===== src/rtl/mem_access_ctrl.sv =====
// Byte/halfword/word load-store sequencer over a big-endian word memory; sub-word stores read-modify-write.
// Optional alignment trap when MEM_ACC_ALIGN_CHECK_EN is defined (default build: unaligned accesses proceed, err=0).
module mem_access_ctrl #(
  parameter int ADDR_W = 15,
  parameter int RD_LAT = 1
) (
  input  logic              clk,
  input  logic              rst_n,
  input  logic              req,
  input  logic              we,
  input  logic [1:0]        size,
  input  logic              uns,
  input  logic [ADDR_W-1:0] addr,
  input  logic [31:0]       wdata,
  output logic [31:0]       rdata,
  output logic              busy,
  output logic              done,
  output logic              err,
  output logic [ADDR_W-1:0] mem_addr,
  output logic [31:0]       mem_wdata,
  output logic              mem_read,
  output logic              mem_write,
  input  logic [31:0]       mem_rdata
);

  typedef enum logic [1:0] {IDLE, READ, WRITE, DONE} state_t;

  state_t            state_q, state_d;
  logic [2:0]        cnt_q, cnt_d;
  logic              we_q, we_d, uns_q, uns_d;
  logic [1:0]        size_q, size_d;
  logic [31:0]       wdata_q, wdata_d;
  logic [31:0]       rdata_q, rdata_d, mem_wdata_q, mem_wdata_d;
  logic [ADDR_W-1:0] mem_addr_q, mem_addr_d;
  logic              busy_q, busy_d, done_q, done_d;
  logic              mem_read_q, mem_read_d, mem_write_q, mem_write_d;
  logic              misalign;
  logic [31:0]       load_val, merge_val;

`ifdef MEM_ACC_ALIGN_CHECK_EN
  logic err_q;
  assign misalign = ((size == 2'b01) && addr[0]) || (size[1] && (addr[1:0] != 2'b00));
  assign err      = err_q;

  // Set only on a trapped acceptance, so it is high exactly during that DONE cycle.
  always_ff @(posedge clk or negedge rst_n) begin
    if (!rst_n) err_q <= 1'b0;
    else        err_q <= (state_q == IDLE) && req && misalign;
  end
`else
  assign misalign = 1'b0;
  assign err      = 1'b0;
`endif

  // Byte 0 of the big-endian word sits in the top lane.
  always_comb begin
    load_val  = mem_rdata;
    merge_val = wdata_q;
    case (size_q)
      2'b00: begin
        load_val  = {{24{~uns_q & mem_rdata[31]}}, mem_rdata[31:24]};
        merge_val = {wdata_q[7:0], mem_rdata[23:0]};
      end
      2'b01: begin
        load_val  = {{16{~uns_q & mem_rdata[31]}}, mem_rdata[31:16]};
        merge_val = {wdata_q[15:0], mem_rdata[15:0]};
      end
      default: ;
    endcase
  end

  always_comb begin
    state_d     = state_q;
    cnt_d       = cnt_q;
    we_d        = we_q;
    uns_d       = uns_q;
    size_d      = size_q;
    wdata_d     = wdata_q;
    rdata_d     = rdata_q;
    mem_wdata_d = mem_wdata_q;
    mem_addr_d  = mem_addr_q;
    busy_d      = busy_q;
    done_d      = 1'b0;
    mem_read_d  = 1'b0;
    mem_write_d = 1'b0;
    case (state_q)
      IDLE: begin
        busy_d = 1'b0;
        if (req) begin
          we_d    = we;
          uns_d   = uns;
          size_d  = size;
          wdata_d = wdata;
          busy_d  = 1'b1;
          cnt_d   = 3'd0;
          if (misalign) begin
            state_d = DONE;
            done_d  = 1'b1;
          end else if (we && size[1]) begin
            state_d     = WRITE;
            mem_addr_d  = addr;
            mem_wdata_d = wdata;
            mem_write_d = 1'b1;
          end else begin
            state_d    = READ;
            mem_addr_d = addr;
            mem_read_d = 1'b1;
          end
        end
      end
      READ: begin
        if (cnt_q == 3'(RD_LAT - 1)) begin
          if (we_q) begin
            state_d     = WRITE;
            mem_wdata_d = merge_val;
            mem_write_d = 1'b1;
          end else begin
            state_d = DONE;
            rdata_d = load_val;
            done_d  = 1'b1;
          end
        end else begin
          cnt_d      = cnt_q + 3'd1;
          mem_read_d = 1'b1;
        end
      end
      WRITE: begin
        state_d = DONE;
        done_d  = 1'b1;
      end
      DONE: begin
        state_d = IDLE;
        busy_d  = 1'b0;
      end
      default: state_d = IDLE;
    endcase
  end

  always_ff @(posedge clk or negedge rst_n) begin
    if (!rst_n) begin
      state_q     <= IDLE;
      cnt_q       <= 3'd0;
      we_q        <= 1'b0;
      uns_q       <= 1'b0;
      size_q      <= 2'b00;
      wdata_q     <= 32'd0;
      rdata_q     <= 32'd0;
      mem_wdata_q <= 32'd0;
      mem_addr_q  <= '0;
      busy_q      <= 1'b0;
      done_q      <= 1'b0;
      mem_read_q  <= 1'b0;
      mem_write_q <= 1'b0;
    end else begin
      state_q     <= state_d;
      cnt_q       <= cnt_d;
      we_q        <= we_d;
      uns_q       <= uns_d;
      size_q      <= size_d;
      wdata_q     <= wdata_d;
      rdata_q     <= rdata_d;
      mem_wdata_q <= mem_wdata_d;
      mem_addr_q  <= mem_addr_d;
      busy_q      <= busy_d;
      done_q      <= done_d;
      mem_read_q  <= mem_read_d;
      mem_write_q <= mem_write_d;
    end
  end

  assign rdata     = rdata_q;
  assign busy      = busy_q;
  assign done      = done_q;
  assign mem_addr  = mem_addr_q;
  assign mem_wdata = mem_wdata_q;
  assign mem_read  = mem_read_q;
  assign mem_write = mem_write_q;

endmodule


===== config.mk =====
export PLATFORM = sky130hd
export DESIGN_NAME = mem_access_ctrl
export DESIGN_NICKNAME = d
export VERILOG_FILES = /design/src/rtl/mem_access_ctrl.sv
export SDC_FILE = /design/constraint.sdc
export NUM_CORES = 1
export LEC_CHECK = 0
export CORE_AREA = 2 2 121 123
export DETAILED_ROUTE_END_ITERATION = 16
export DIE_AREA = 0 0 123 125
export GPL_TIMING_DRIVEN = 1
export PLACE_DENSITY = 0.75
export SYNTH_ARGS = -nofsm -noshare
export SYNTH_HDL_FRONTEND = slang
export SYNTH_SLANG_ARGS = --single-unit

===== constraint.sdc =====
create_clock -name clk -period 1.7 [get_ports clk]
set_input_delay 0.34 -clock clk [delete_from_list [all_inputs] [get_ports clk]]
set_output_delay 0.34 -clock clk [all_outputs]
set_load 0.02 [all_outputs]

## Word level (Yosys, flattened, before mapping)

Cells that the tools add are included.

- $add $sub $neg: 1
- Eq/ne operators: 9
- Mux-type cells: 29
- Bitwise operators: 3
- Reductions and logical operators: 11

Operator list:

| kind | count |
|---|---|
| one-hot mux 32 bit (2 select lines) | 3 |
| two-way mux 32 bit | 4 |
| two-way mux 1 bit | 11 |
| inequality test 2 bit, second input constant | 5 |
| one-hot mux 1 bit (2 select lines) | 4 |
| one-hot mux 2 bit (4 select lines) | 1 |
| two-way mux 2 bit | 3 |
| two-way mux 3 bit | 2 |
| one-hot mux 3 bit (2 select lines) | 1 |
| AND reduction 3 bit | 2 |
| AND reduction 5 bit | 1 |
| equality test 2 x 1 -> 1 bit, second input constant | 2 |
| equality test 2 bit, second input constant | 2 |
| zero test 2 bit | 2 |
| AND reduction 2 bit | 2 |
| nonzero test 2 bit | 2 |
| adder 3 x 1 -> 3 bit, second input constant | 1 |
| zero test 3 bit | 1 |
| NOT 1 bit | 2 |
| AND 1 bit | 1 |
| logical AND 1 bit | 1 |

- Register bits: 124
- Output and inout port bits: 84
- Logic and storage cells: 66

## Longest topological paths before layout

Gate-level depths: netlist (run 1).

- Depth after elaboration: 5
- Gate-level depth with buffers: 9
- Gate-level depth less buffers: 6

## Worst setup path before layout (run 1)

No wires, ideal clock.

- Path type: reg-to-reg
- Start point: register state_q[0]
- End point: register mem_wdata_q[10], in the netlist mem_wdata[10]
- Library setup time: 0.125 ns
- Arrival: 1.704 ns
- Data required time: 1.575 ns
- Setup slack: -0.129 ns
- Cell stages (with the launch flop): 8
- Path buffers: 1
- Clock period less this slack: 1.829 ns
- Path through: dfrtp_1 -> inv_1 -> ha_1 -> nor2b_4 -> o21bai_1 -> nand4b_4 -> buf_6 -> mux2_4

- Word-level cells in the longest chain between the ends: 3
- Elaborated cells on any way between the ends: 9
- Those cells by class: eq/ne: 5; mux: 1; reduce/logical: 3

RTL lines:

| item | line | text |
|---|---|---|
| start, declared | 28 | `state_t state_q, state_d;` |
| start signal, assigned | 155 | `state_q <= state_d;` |
| equality test 2 x 1 -> 1 bit or zero test 2 bit (tied branches) | 86 | `case (state_q)` |
| inequality test 2 bit (no line) or nonzero test 2 bit (tied branches) | - |  |
| AND reduction 5 bit (no line) | - |  |
| end signal, assigned | 162 | `mem_wdata_q <= mem_wdata_d;` |
| end, declared | 33 | `logic [31:0] rdata_q, rdata_d, mem_wdata_q, mem_wdata_d;` |

Several ways; a longest one is shown, not always the timed one.
A chain may end at the register's enable or synchronous reset.

## Worst setup path after layout (run 1)

- Start point: register state_q[1]
- End point: register mem_wdata_q[11], in the netlist mem_wdata[11]

The elaborated chain is that of the path after synthesis.

==> metrics.txt, run 1 <==
r2r setup slk -0.14 ns; Die Wd 123 µm; aggregate routed wire length 18800 µm; Routed Antenna Nets 0; Critical Path Start Type register; Critical R2R Launch state_q[1]; worst r2r path cells 8; clk sink count 124; switching share of power 37.7%; number of buffers created by CTS 17; Critical Path RT 1.99 ns; Die Span Y 125 µm; sequential cell area 3100 µm²; initial antenna violation count 0; # IOs 170; Nets 847; met2 Track Usage GR 39.7%; Initial Util 42.5%; synthesis-stage register bit count 124; Placed Instance Area 8190 µm²; Final Hold Violating Endpoints 0; Final Max Tran Viols 0; # rows 44; FF-to-FF End mem_wdata[11]; Fin Hold WS 0.397 ns; met3 global-route usage 4.97%; DRT Pass-1 Iters 4; Reg power frac 27.6%; nature of the critical path endpoint register; final instance area 9230 µm²; Syn Std Cell Area 6040 µm²; Worst EP arrival 2.13 ns; crit path cell chain inv_2 > ha_4 > nor2b_4 > o21bai_4 > nand4b_4 > buf_6 > buf_16 > mux2_4; syn avg cell area 11.3 µm²; Placeable Area 14200 µm²; vias in the first global route 5208; VDD IR max 0.904 mV; Peak Freq 0.543 GHz; Synth cell types 35; routed vias 5042; combinational share of power 53.8%; WL per Instance 19.7 µm; clock share of power 18.6%; synth warn 0; synthesized instance count 536; Pwr Total 19.7 mW; CP max stage delay 0.37 ns; die area 15400 µm²; CTS Buffer Depth 2; Tmin final 1.84 ns; failing checks setup timing; pwr/cell area 2130 nW/µm²; CTS tree built; Synthesized Nets 629; Min-Delay Path Class in -> async; Clock H-tree levels 4; placed insts 892; period utilization 108%; RSZ-0062 raised after global routing yes; Worst-path clk slew 0.05 ns; Final Skew 0.0106 ns; M1 GR Usage 29.4%; Crit Path Category reg -> reg; DRC 0; fill count 1100; RePlAce Congestion 0.850; Power Internal 12.3 mW; leakage 4.35 nW; maximum fanout along the worst path 5; grt ovf 0; DPL Wire Length 12700 µm; Detailed Route Iter0 Violations 392; I/O Buffers 168; max_cap viols 0; fin worst setup slack -0.142 ns; sequential area share after synthesis 51.4%; clock network latency to the later pin of the worst-skew pair 0.41 ns; Psw 7.41 mW; ANT cells 0; area of the multi-input gates 2830 µm²; fraction of layout cells with a size suffix above 1 25.6%; pin count of the biggest net entering global routing 56; Via-to-Cell Ratio 5.31; final setup violating endpoints 60; first-pass GRT wire length 27400 µm; synth-to-layout area growth 52.8%; gr usage total 23.5%; root buffer cell clkbuf_16; GRT busiest layer met2; status finished with violations; Post-Route Utilization 65.0%; Post-Layout Cell Count 950; slowest CP cell dfrtp_1
Yosys cell counts:
cell type | count | share of area, %
and2_1 | 2 | 0.21
o21bai_1 | 1 | 0.12
nor3_1 | 1 | 0.083
nand2_1 | 42 | 2.6
inv_2 | 1 | 0.062
a32o_1 | 1 | 0.17
o21a_1 | 3 | 0.37
clkbuf_1 | 12 | 0.75
nand2b_1 | 4 | 0.41
nand3_1 | 2 | 0.17
a22o_1 | 2 | 0.29
and3_1 | 1 | 0.10
buf_2 | 14 | 1.2
nor2_1 | 26 | 1.6
buf_6 | 3 | 0.56
o211ai_1 | 1 | 0.12
buf_4 | 2 | 0.25
mux2_4 | 30 | 7.5
mux2_2 | 50 | 9.3
nor2b_4 | 1 | 0.23
a21oi_1 | 64 | 5.3
o21ai_0 | 63 | 5.2
a31o_2 | 1 | 0.15
inv_1 | 8 | 0.50
conb_1 | 1 | 0.062
buf_1 | 5 | 0.31
dfrtp_1 | 124 | 51
nor2b_1 | 17 | 1.8
or3_1 | 1 | 0.10
o221ai_1 | 2 | 0.29
mux2i_1 | 41 | 6.8
o311ai_0 | 1 | 0.15
nand4_1 | 1 | 0.10
ha_1 | 7 | 1.4
nand4b_4 | 1 | 0.39
kinds of logic (layout without fill, tap and decap cells):
logic type,count (synthesis),count (layout),synth area share (%)
flops,124,124,51.4
compound gates,139,139,12.2
mux,121,121,23.6
simple gates,99,99,7.79
buf+inv,45,275,3.58
other cells,1,1,0.0621
fa+ha+maj,7,7,1.45
sequential cells by signal (all words and copies together) (netlist names):
| name | count |
|---|---|
| done | 1 |
| busy | 1 |
| wdata_q | 32 |
| mem_wdata | 32 |
| rdata | 32 |
| size_q | 2 |
| uns_q | 1 |
| cnt_q | 3 |
| we_q | 1 |
| mem_read | 1 |
| state_q | 2 |
| mem_write | 1 |
| mem_addr | 15 |
cells in the final DEF (no fill, tap or decap), types with 5 or more instances in the layout:
| cell type | instances |
|---|---|
| nor2b_1 | 15 |
| dlygate4sd2_1 | 77 |
| buf_6 | 12 |
| nand2_1 | 35 |
| nor2_1 | 26 |
| dfrtp_1 | 123 |
| clkbuf_16 | 24 |
| mux2_2 | 50 |
| dlymetal6s2s_1 | 5 |
| inv_1 | 6 |
| o21ai_1 | 16 |
| clkdlybuf4s50_1 | 85 |
| mux2_4 | 30 |
| buf_4 | 35 |
| a21oi_1 | 64 |
| o21ai_0 | 46 |
| mux2i_1 | 41 |
| buf_12 | 9 |
final cells by class:
| class | instances | share of cell area (%) |
|---|---|---|
| repair buffers | 235 | 26.4 |
| inverters | 9 | 0.366 |
| clock buffers | 24 | 5.22 |
| clock inverters | 7 | 1.22 |
| flip-flops and latches | 124 | 33.6 |
| multi-input cells | 367 | 30.7 |
| well taps | 184 | 2.49 |
per-layer routing:
metal  part of all wire (%)  routed length (µm)
met5                      0                   0
met3                    5.6                1050
met1                     41                7730
met4                    2.0                 377
met2                     51                9610
critical path: cells and delay by family (launching register included):
| family | cells | cell delay, ns |
|---|---|---|
| buffers and inverters | 3 | 0.38 |
| DFF | 1 | 0.37 |
| and+or+nand+nor | 2 | 0.35 |
| muxes | 1 | 0.29 |
| adders and majority gates | 1 | 0.16 |
| AOI/OAI and AO/OA | 1 | 0.16 |
per-stage QoR:
step / setup TNS [ns] / worst slack (ns)
2_1_floorplan: -1.23 / -0.0409
3_3_place_gp: -10.86 / -0.237
3_5_place_dp: -14.75 / -0.280
4_1_cts: -3.45 / -0.126
5_1_grt: -8.14 / -0.203
6_report: -4.23 / -0.142
timing repair:
item | CTS | global route
pin swaps | 1 | 1
cloned | 3 | 11
endpoints found under the hold margin | 23 | 0
endpoints found under the setup margin | 141 | 112
setup buffers | 12 | 2
resized for setup | 93 | 48
hold buffers | 1 | 0
how the worst max path moves through the flow:
stage,from,end,slack (ns),depth (start not counted)
floorplan,state_q[1],mem_wdata[10],-0.04,7
global placement,we,mem_wdata[0],-0.24,6
detailed placement,req,mem_wdata[0],-0.28,6
CTS,state_q[0],mem_wdata[24],-0.13,8
global route,state_q[1],mem_wdata[11],-0.20,8
finish,state_q[1],mem_wdata[11],-0.14,8
power by group through the flow:
stage	Sequential (mW)	Combinational, mW	Clock (mW)
6_report	5.43	10.6	3.65
5_1_grt	5.59	11.3	3.87
4_1_cts	5.40	9.97	3.70
3_5_place_dp	5.46	9.71	0
3_3_place_gp	5.41	9.42	0
2_1_floorplan	6.34	4.97	0
No activity file was read; power rests on OpenSTA's default activity.
==> inputs of run 2 (changes only) <==
--- a/config.mk
+++ b/config.mk
@@ -6,10 +6,12 @@
 export NUM_CORES = 1
 export LEC_CHECK = 0
 export CORE_AREA = 2 2 121 123
+export CTS_CLUSTER_SIZE = 28
 export DETAILED_ROUTE_END_ITERATION = 16
 export DIE_AREA = 0 0 123 125
 export GPL_TIMING_DRIVEN = 1
 export PLACE_DENSITY = 0.75
+export SETUP_SLACK_MARGIN = 0.02
 export SYNTH_ARGS = -nofsm -noshare
 export SYNTH_HDL_FRONTEND = slang
 export SYNTH_SLANG_ARGS = --single-unit
==> run 2 against run 1 <==
Effect of this change:
- the run still ends with setup timing left
- final cell count grew 0.21%
- worst setup slack gained 0.0053 ns
- highest routed layer unchanged
- fmax is 0.29% higher
- non-clock buffer count rose by 2
- die area unchanged
- largest cell class unchanged
==> metrics.txt, run 2 (same netlist as run 1, synthesis figures left out) <==
status finished with violations; failing checks setup timing; DRC 0 (unchanged); Clock H-tree levels 4 (unchanged); clk sink count 124 (unchanged); Final Max Tran Viols 0 (unchanged); routed vias 5002 (-0.79%); Via-to-Cell Ratio 5.25 (-1.0%); CTS Buffer Depth 2 (unchanged); commonest non-fill, non-tap cells in the layout dfrtp_1, clkdlybuf4s50_1, dlygate4sd2_1; Worst-path clk slew 0.05 ns (about the same); # rows 44 (unchanged); number of buffers created by CTS 17 (unchanged); max_cap viols 0 (unchanged); post-place setup slack -0.280 ns (unchanged); vias in the first global route 5202 (-0.12%); leakage 4.32 nW (-0.55%); Critical Path RT 1.99 ns (about the same); RSZ-0062 raised after global routing yes; Post-Layout Cell Count 952 (+0.21%); clock network latency to the later pin of the worst-skew pair 0.41 ns (about the same); Initial Util 42.5% (unchanged); grt ovf 0 (unchanged); fin worst setup slack -0.137 ns (+0.00533 ns); fill count 1102 (+0.18%); final setup violating endpoints 58 (-3.3%); Worst EP arrival 2.13 ns (about the same); synth-to-layout area growth 53.5%; maximum fanout along the worst path 5 (unchanged); Final Hold Violating Endpoints 0 (unchanged); WL per Instance 19.9 µm (+0.72%); initial antenna violation count 0 (unchanged); Tmin final 1.84 ns (-0.00533 ns); placed insts 892 (unchanged); RePlAce Congestion 0.850 (unchanged); VDD IR max 0.897 mV (-0.84%); CTS tree built; r2r setup slk -0.14 ns (about the same); Die Span Y 125 µm (unchanged); root buffer cell clkbuf_16; fraction of layout cells with a size suffix above 1 25.9% (+0.32 points); Final Skew 0.00942 ns (-0.00122 ns); DPL Wire Length 12700 µm (unchanged); period utilization 108% (-0.31 points); aggregate routed wire length 18900 µm (+0.93%); Crit Path Category reg -> reg; gr usage total 23.5% (about the same); Routed Antenna Nets 0 (unchanged); pin count of the biggest net entering global routing 56 (unchanged); most common cell after layout, fill and taps aside dfrtp_1; die area 15400 µm² (unchanged); Die Wd 123 µm (unchanged); pwr/cell area 2130 nW/µm² (-0.13%); # IOs 170 (unchanged); Setup TNS -3.99 ns (+0.239 ns); worst r2r path cells 8 (unchanged); Critical R2R Launch state_q[1]; ANT cells 0 (unchanged); Detailed Route Iter0 Violations 454 (+16%); I/O Buffers 168 (unchanged); Fin Hold WS 0.399 ns (+0.00186 ns); first-pass GRT wire length 27400 µm (about the same); Critical Path Start Type register; Nets 849 (+0.24%); Min-Delay Path Class in -> async; nature of the critical path endpoint register; Peak Freq 0.544 GHz (+0.29%); FF-to-FF End mem_wdata[11]; Placeable Area 14200 µm² (unchanged); DRT Pass-1 Iters 5 (+1)
run 2: power by group:
part | switching (mW) | internal, mW | total [mW]
clock | 1.25 | 2.41 | 3.65
sequential | 0.982 | 4.44 | 5.42
combinational | 5.21 | 5.45 | 10.7
run 2: per-layer routing:
metal | vias to the layer above | part of all wire [%] | global-route usage, %
li1 | 2326 | - | -
met1 | 2471 | 41 | 29.4
met2 | 177 | 51 | 39.7
met3 | 28 | 6.2 | 4.97
met4 | 0 | 1.9 | 8.69
met5 | - | 0 | 0
run 2: stage by stage:
| stage | cell area (µm²) | power, mW | utilization [%] |
|---|---|---|---|
| final | 9270 | 19.7 | 65.3 |
| after global routing | 9270 | 20.8 | 65.3 |
| after CTS | 8910 | 19.0 | 62.8 |
| after detailed placement | 8190 | 15.2 | 57.6 |
| after global placement | 8190 | 14.8 | 57.6 |
| after floorplan | 6090 | 11.3 | - |
run 2: worst max-delay path, cell delays in order (launching register included):
cell      delay (ns)
dfrtp_1         0.37
inv_2           0.07
ha_4            0.16
nor2b_4         0.12
o21bai_4        0.16
nand4b_4        0.23
buf_6           0.18
buf_16          0.13
mux2_4          0.29
run 2: worst max path at each step:
stage               start             to  slack [ns]  cells after the start
2_1_floorplan  state_q[1]  mem_wdata[10]       -0.04                      7
3_5_place_dp          req   mem_wdata[0]       -0.28                      6
4_1_cts        state_q[0]  mem_wdata[24]       -0.13                      8
5_1_grt        state_q[1]  mem_wdata[15]       -0.20                      8
6_report       state_q[1]  mem_wdata[11]       -0.14                      8
3_3_place_gp           we   mem_wdata[0]       -0.24                      6
run 2: cell type report:
cell class / instances / area (µm²) / area share, %
clock buffers: 24 / 482 / 5.20
clock inverters: 7 / 113 / 1.21
inverters: 9 / 37.5 / 0.405
multi-input cells: 367 / 2840 / 30.6
flip-flops and latches: 124 / 3100 / 33.5
well taps: 184 / 230 / 2.48
repair buffers: 237 / 2470 / 26.6
run 2: what timing repair did:
| item | 4_1_cts | 5_1_grt |
|---|---|---|
| gates cloned | 3 | 13 |
| pin swaps | 1 | 3 |
| setup endpoints to repair | 147 | 117 |
| gates resized for setup | 99 | 47 |
| hold endpoints to repair | 23 | 0 |
| hold buffers | 1 | 0 |
| setup buffers | 12 | 2 |
==> inputs of run 3 (changes only) <==
--- a/config.mk
+++ b/config.mk
@@ -5,6 +5,7 @@
 export SDC_FILE = /design/constraint.sdc
 export NUM_CORES = 1
 export LEC_CHECK = 0
+export ABC_CLOCK_PERIOD_IN_PS = 1700
 export CORE_AREA = 2 2 121 123
 export CTS_CLUSTER_SIZE = 28
 export DETAILED_ROUTE_END_ITERATION = 16
@@ -12,6 +13,7 @@
 export GPL_TIMING_DRIVEN = 1
 export PLACE_DENSITY = 0.75
 export SETUP_SLACK_MARGIN = 0.02
+export SLEW_MARGIN = 20
 export SYNTH_ARGS = -nofsm -noshare
 export SYNTH_HDL_FRONTEND = slang
 export SYNTH_SLANG_ARGS = --single-unit
==> results of run 3 <==
Same layout as run 2: the final DEF is identical, and so are final timing and power.
